$ cat config.mk
export PLATFORM = sky130hd
export DESIGN_NAME = prog_loader_flat
export DESIGN_NICKNAME = d
export VERILOG_FILES = /design/src/rtl/prog_loader_pkg.sv /design/src/rtl/prog_loader_if.sv /design/src/rtl/prog_loader_nibble_packer.sv /design/src/rtl/prog_loader.sv /design/src/flat_wrapper.sv
export SDC_FILE = /design/constraint.sdc
export NUM_CORES = 1
export LEC_CHECK = 0
export CORE_MARGIN = 3
export CORE_UTILIZATION = 52
export DETAILED_ROUTE_END_ITERATION = 8
export MAX_ROUTING_LAYER = met4
export PLACE_DENSITY = 0.88
export SETUP_SLACK_MARGIN = 0.02
export SLEW_MARGIN = 20
export SYNTH_ARGS = -nofsm -noshare
export SYNTH_HDL_FRONTEND = slang
export SYNTH_SLANG_ARGS = --single-unit
export TNS_END_PERCENT = 100
$ cat constraint.sdc
create_clock -name clk -period 3.5 [get_ports clk]
set_clock_uncertainty 0.1 [all_clocks]
set_input_delay 0.7 -clock clk [delete_from_list [all_inputs] [get_ports clk]]
set_output_delay 0.7 -clock clk [all_outputs]
set_load 0.005 [all_outputs]
$ cat src/rtl/prog_loader_pkg.sv
// rtl/prog_loader_pkg.sv - shared constants and FSM encoding for the program loader
package prog_loader_pkg;

    localparam int NIB_W  = 4;
    localparam int BYTE_W = 8;

    localparam logic [2:0] ST_IDLE   = 3'd0;
    localparam logic [2:0] ST_HI_NIB = 3'd1;
    localparam logic [2:0] ST_LO_NIB = 3'd2;
    localparam logic [2:0] ST_WRITE  = 3'd3;
    localparam logic [2:0] ST_DONE   = 3'd4;

    function automatic logic state_busy(input logic [2:0] st);
        return (st == ST_HI_NIB) || (st == ST_LO_NIB) || (st == ST_WRITE);
    endfunction

endpackage

$ cat src/rtl/prog_loader_if.sv
// rtl/prog_loader_if.sv - nibble source, program memory write port and core control bundle
interface prog_loader_if #(
    parameter int ADDR_W = 12
);
    import prog_loader_pkg::*;

    logic              start;
    logic [NIB_W-1:0]  nib_in;
    logic              nib_valid;
    logic              finish;
    logic              mem_we;
    logic [ADDR_W-1:0] mem_addr;
    logic [BYTE_W-1:0] mem_data;
    logic              cpu_ena;
    logic              cpu_rst;
    logic              busy;
    logic [ADDR_W:0]   byte_count;
    logic              err_partial;

    modport master (
        output start, nib_in, nib_valid, finish,
        input  mem_we, mem_addr, mem_data, cpu_ena, cpu_rst, busy, byte_count, err_partial
    );

    modport slave (
        input  start, nib_in, nib_valid, finish,
        output mem_we, mem_addr, mem_data, cpu_ena, cpu_rst, busy, byte_count, err_partial
    );

endinterface

$ cat src/rtl/prog_loader_nibble_packer.sv
// rtl/prog_loader_nibble_packer.sv - two nibble registers assembled into one program byte
module prog_loader_nibble_packer
    import prog_loader_pkg::*;
(
    input  logic              clk,
    input  logic              reset,
    input  logic              load_hi,
    input  logic              load_lo,
    input  logic [NIB_W-1:0]  nib,
    output logic [BYTE_W-1:0] byte_q
);

    logic [NIB_W-1:0] hi_q;
    logic [NIB_W-1:0] lo_q;

    always_ff @(posedge clk) begin
        if (reset) begin
            hi_q <= '0;
        end else if (load_hi) begin
            hi_q <= nib;
        end
    end

    always_ff @(posedge clk) begin
        if (reset) begin
            lo_q <= '0;
        end else if (load_lo) begin
            lo_q <= nib;
        end
    end

    assign byte_q = {hi_q, lo_q};

endmodule

$ cat src/rtl/prog_loader.sv
// rtl/prog_loader.sv - nibble-stream program loader driving program memory writes and core enable
module prog_loader
    import prog_loader_pkg::*;
#(
    parameter int ADDR_W = 12,
    parameter int DEPTH  = 4096
) (
    input  logic         clk,
    input  logic         reset,
    prog_loader_if.slave bus
);

    localparam logic [ADDR_W:0] LAST_COUNT = (ADDR_W+1)'(DEPTH - 1);

    logic [2:0]        state;
    logic [ADDR_W-1:0] addr;
    logic [ADDR_W:0]   count;
    logic              err;
    logic              rst_pulse;
    logic              load_hi;
    logic              load_lo;

    // finish wins over a coincident nibble strobe, so the nibble is never latched
    assign load_hi = (state == ST_HI_NIB) && bus.nib_valid && !bus.finish;
    assign load_lo = (state == ST_LO_NIB) && bus.nib_valid && !bus.finish;

    prog_loader_nibble_packer u_packer (
        .clk     (clk),
        .reset   (reset),
        .load_hi (load_hi),
        .load_lo (load_lo),
        .nib     (bus.nib_in),
        .byte_q  (bus.mem_data)
    );

    always_ff @(posedge clk) begin
        if (reset) begin
            state     <= ST_IDLE;
            addr      <= '0;
            count     <= '0;
            err       <= 1'b0;
            rst_pulse <= 1'b0;
        end else begin
            rst_pulse <= 1'b0;
            case (state)
                ST_IDLE, ST_DONE: begin
                    if (bus.start) begin
                        state <= ST_HI_NIB;
                        addr  <= '0;
                        count <= '0;
                        err   <= 1'b0;
                    end
                end
                ST_HI_NIB: begin
                    if (bus.finish) begin
                        state     <= ST_DONE;
                        rst_pulse <= 1'b1;
                    end else if (bus.nib_valid) begin
                        state <= ST_LO_NIB;
                    end
                end
                ST_LO_NIB: begin
                    if (bus.finish) begin
                        state     <= ST_DONE;
                        err       <= 1'b1;
                        rst_pulse <= 1'b1;
                    end else if (bus.nib_valid) begin
                        state <= ST_WRITE;
                    end
                end
                ST_WRITE: begin
                    addr  <= addr + 1'b1;
                    count <= count + 1'b1;
                    // the byte that fills the memory ends the load on its own
                    if (count == LAST_COUNT) begin
                        state     <= ST_DONE;
                        rst_pulse <= 1'b1;
                    end else begin
                        state <= ST_HI_NIB;
                    end
                end
                default: state <= ST_IDLE;
            endcase
        end
    end

    assign bus.mem_we      = (state == ST_WRITE);
    assign bus.mem_addr    = addr;
    assign bus.busy        = state_busy(state);
    assign bus.cpu_rst     = rst_pulse;
    assign bus.cpu_ena     = !(state_busy(state) || rst_pulse);
    assign bus.byte_count  = count;
    assign bus.err_partial = err;

endmodule

$ cat src/flat_wrapper.sv
// flat-port wrapper written by rule: the top's interface ports become plain ports
module prog_loader_flat import prog_loader_pkg::*;
#(
    parameter int ADDR_W = 12,
    parameter int DEPTH  = 4096
)
  (clk, reset, bus_start, bus_nib_in, bus_nib_valid, bus_finish, bus_mem_we, bus_mem_addr, bus_mem_data, bus_cpu_ena, bus_cpu_rst, bus_busy, bus_byte_count, bus_err_partial);
  prog_loader_if #(.ADDR_W(ADDR_W)) bus_i ();
  input  logic clk;
  input  logic reset;
  input wire logic [$bits(bus_i.start)-1:0] bus_start;
  input wire logic [$bits(bus_i.nib_in)-1:0] bus_nib_in;
  input wire logic [$bits(bus_i.nib_valid)-1:0] bus_nib_valid;
  input wire logic [$bits(bus_i.finish)-1:0] bus_finish;
  output wire logic [$bits(bus_i.mem_we)-1:0] bus_mem_we;
  output wire logic [$bits(bus_i.mem_addr)-1:0] bus_mem_addr;
  output wire logic [$bits(bus_i.mem_data)-1:0] bus_mem_data;
  output wire logic [$bits(bus_i.cpu_ena)-1:0] bus_cpu_ena;
  output wire logic [$bits(bus_i.cpu_rst)-1:0] bus_cpu_rst;
  output wire logic [$bits(bus_i.busy)-1:0] bus_busy;
  output wire logic [$bits(bus_i.byte_count)-1:0] bus_byte_count;
  output wire logic [$bits(bus_i.err_partial)-1:0] bus_err_partial;
  assign bus_i.start = bus_start;
  assign bus_i.nib_in = bus_nib_in;
  assign bus_i.nib_valid = bus_nib_valid;
  assign bus_i.finish = bus_finish;
  assign bus_mem_we = bus_i.mem_we;
  assign bus_mem_addr = bus_i.mem_addr;
  assign bus_mem_data = bus_i.mem_data;
  assign bus_cpu_ena = bus_i.cpu_ena;
  assign bus_cpu_rst = bus_i.cpu_rst;
  assign bus_busy = bus_i.busy;
  assign bus_byte_count = bus_i.byte_count;
  assign bus_err_partial = bus_i.err_partial;
  prog_loader #(.ADDR_W(ADDR_W), .DEPTH(DEPTH)) u_core (.clk(clk), .reset(reset), .bus(bus_i));
endmodule
==> summary.txt <==
Drt
  – First-pass iteration count of the detailed router: 4
  – Total vias in the final route: 1750
  – DR iter-0 viols: 113
  – Drt drc: 0
  – ANT nets after route: 0
  – Post-DR wirelength/cell: 14.1 um
  – Via density: 5.79
  – WL final: 4260 um

Worst setup path
  – Largest fanout on the critical path: 25
  – Crit. End Element: output pin
  – Type of the worst setup path: register to output pin
  – Worst Setup EP: bus_mem_we
  – CP startpoint: u_core.state[0]$_SDFFE_PP0P_
  – R2r setup slk: 1.56 ns
  – Reg2Reg Depth: 4
  – Critical R2R Launch: u_core.state[0]$_SDFFE_PP0P_
  – CP Launch Type: register
  – Arrival time worst endpoint: 2.08 ns
  – Worst Path Required: 2.70 ns
  – Worst R2R End: u_core.bus.byte_count[5]$_SDFFE_PP0P_

Synth
  – Mapped Cells: 213
  – Syn_nets: 224
  – Async set or reset register ratio after synthesis: 0%
  – Synth Register Bits: 38
  – Predominant post-synthesis flop cell: dfxtp_1
  – Mean Syn Cell Area: 8.52 um2
  – Synth unique cells: 47
  – Synth warn: 0
  – Seq/Total Area, Yosys: 41.9%
  – EDFF count, synth: 0
  – Post-synth design cell area: 1810 um2

Timing
  – Final max-slew violation count: 0
  – Setup TNS: 0 ns
  – Final count of negative-setup-slack endpoints: 0
  – Peak Freq: 348 MHz
  – Tcrit/Tclk final: 82.2%
  – Worst Slack Setup Final: 0.625 ns
  – Min Tclk post-route: 2.88 ns
  – Worst slew margin: 37.8%
  – Final Hold Fails: 0
  – RSZ-0062 raised after global routing: false
  – Tightest Pin Transition: 0.930 ns
  – Fin Hold WS: 0.407 ns

Place
  – Final Wtd Congestion: 0.817
  – Placed insts: 294
  – Buffers on Ports: 46
  – Placed cell areas: 2280 um2
  – Dpl hpwl: 2980 um
  – Pre-CTS WS: 1.03 ns

Clocking
  – Longest Clk Path Bufs: 2
  – CTS Buf Count: 5
  – CTS resizes: 0
  – Postcts setup bufs: 0
  – Clock latency on the worst-skew pair: 0.35 ns
  – Post-CTS Hold Buffers: 0
  – Clock transition at the registers of the reported paths: 0.11 ns
  – Clock sink count: 38
  – CTS H-tree depth: 2
  – Root buf cell: clkbuf_4
  – TritonCTS clock tree: built

Global routing
  – Gr usage total: 22.1%
  – Initial antenna violation count: 0
  – Largest net degree at the start of global routing: 28
  – Global-route wire length before repair: 7210 um
  – Number of global-route vias before repair: 1556
  – GRT overflow: 0

Cells and area
  – Non-filler cells, final: 302
  – Share of layout cells above drive strength 1: 7.36%
  – Syn-to-layout area delta: 29.7%
  – Ant diodes: 0
  – Most frequent cells in the layout: 46 x clkdlybuf4s50_1, 38 x nor2_1, 38 x dfxtp_1, 18 x a21oi_1, 16 x nand2_1
  – Most common cell after layout, fill and taps aside: clkdlybuf4s50_1
  – Final Util: 74.1%
  – Nets: 268
  – Post-route cell area: 2350 um2

Power and ir drop
  – Leakage power: 0.846 nW
  – VDD IR max: 271 uV
  – Total chip power: 813 uW
  – Power Density: 345 nW/um2

Die
  – Die width: 65.1 um
  – Die area: 4230 um2
  – I/O Pins: 47
  – Cell Rows: 20
  – Die Y-Extent: 65.1 um
  – Starting Density: 57.1%
  – Core ar.: 3180 um2

Flow run
  – Maxcap violations: 0

Min path
  – HP Start: u_core.bus.err_partial$_SDFFE_PP0P_
  – Hold/Removal Path Class: register to register

Status
  – Run status: finished, final reports clean
==> layer usage <==
layer | global-route usage [%] | share of wire [%]
met1 | 30.4 | 47
met2 | 31.9 | 45
met3 | 5.89 | 6.0
met4 | 6.22 | 1.2
met5 | - | 0
==> registers in the layout, summed over array words and instances, names as in the netlist <==
name	flops
u_core.state	3
u_core.u_packer.hi_q	4
u_core.bus.mem_addr	12
u_core.bus.err_partial	1
u_core.bus.byte_count	13
u_core.bus.cpu_rst	1
u_core.u_packer.lo_q	4
==> worst max-delay path: stages (launching register included) <==
cell	delay, ns
dfxtp_1	0.52
nand3b_4	0.30
inv_2	0.33
clkdlybuf4s50_1	0.56
==> final cells by class <==
class	count	area [um2]
multi-input combinational	162	981
fill	272	825
sequential	38	761
timing repair buffer	47	468
tap	44	55.1
clock inverter	3	40.0
clock buffer	5	37.5
inverter	3	11.3
==> cell usage after synthesis (all sizes together), types with 4 or more instances <==
cell type  count  area share [%]
a21oi         18             5.0
a311oi         6             2.9
buf            5             2.3
clkbuf         5             1.0
dfxtp         38              42
mux2           4             2.5
mux2i          8             4.4
nand2         16             3.3
nand3         12             3.6
nand3b         4             2.3
nand4          4             1.4
nor2          39             8.2
o21ai          8             2.2
or4            5             2.1
==> cells by family after synthesis <==
| group | Yosys count | share of synthesized area, % |
|---|---|---|
| xor gates and xnor gates | 1 | 0.483 |
| muxes | 12 | 6.90 |
| and+or+nand+nor | 98 | 27.9 |
| adders and majority gates | 2 | 1.38 |
| DFF | 38 | 41.9 |
| buffers and inverters | 13 | 4.00 |
| AOI/OAI and AO/OA | 49 | 17.4 |
==> power by group <==
group,total [mW],internal [mW],switching (mW)
clock,0.295,0.148,0.147
sequential,0.445,0.438,0.00744
combinational,0.0736,0.0339,0.0396
==> worst min-delay path by stage <==
stage | slack, ns | cells past startpoint | to
after floorplan | 0.38 | 2 | u_core.bus.err_partial$_SDFFE_PP0P_
after global placement | 0.38 | 2 | u_core.u_packer.hi_q[3]$_SDFFE_PP0P_
after detailed placement | 0.39 | 2 | u_core.u_packer.lo_q[3]$_SDFFE_PP0P_
after CTS | 0.41 | 2 | u_core.bus.err_partial$_SDFFE_PP0P_
after global routing | 0.46 | 2 | u_core.u_packer.lo_q[0]$_SDFFE_PP0P_
final | 0.41 | 2 | u_core.bus.err_partial$_SDFFE_PP0P_
No activity file was read; power rests on OpenSTA's default activity.
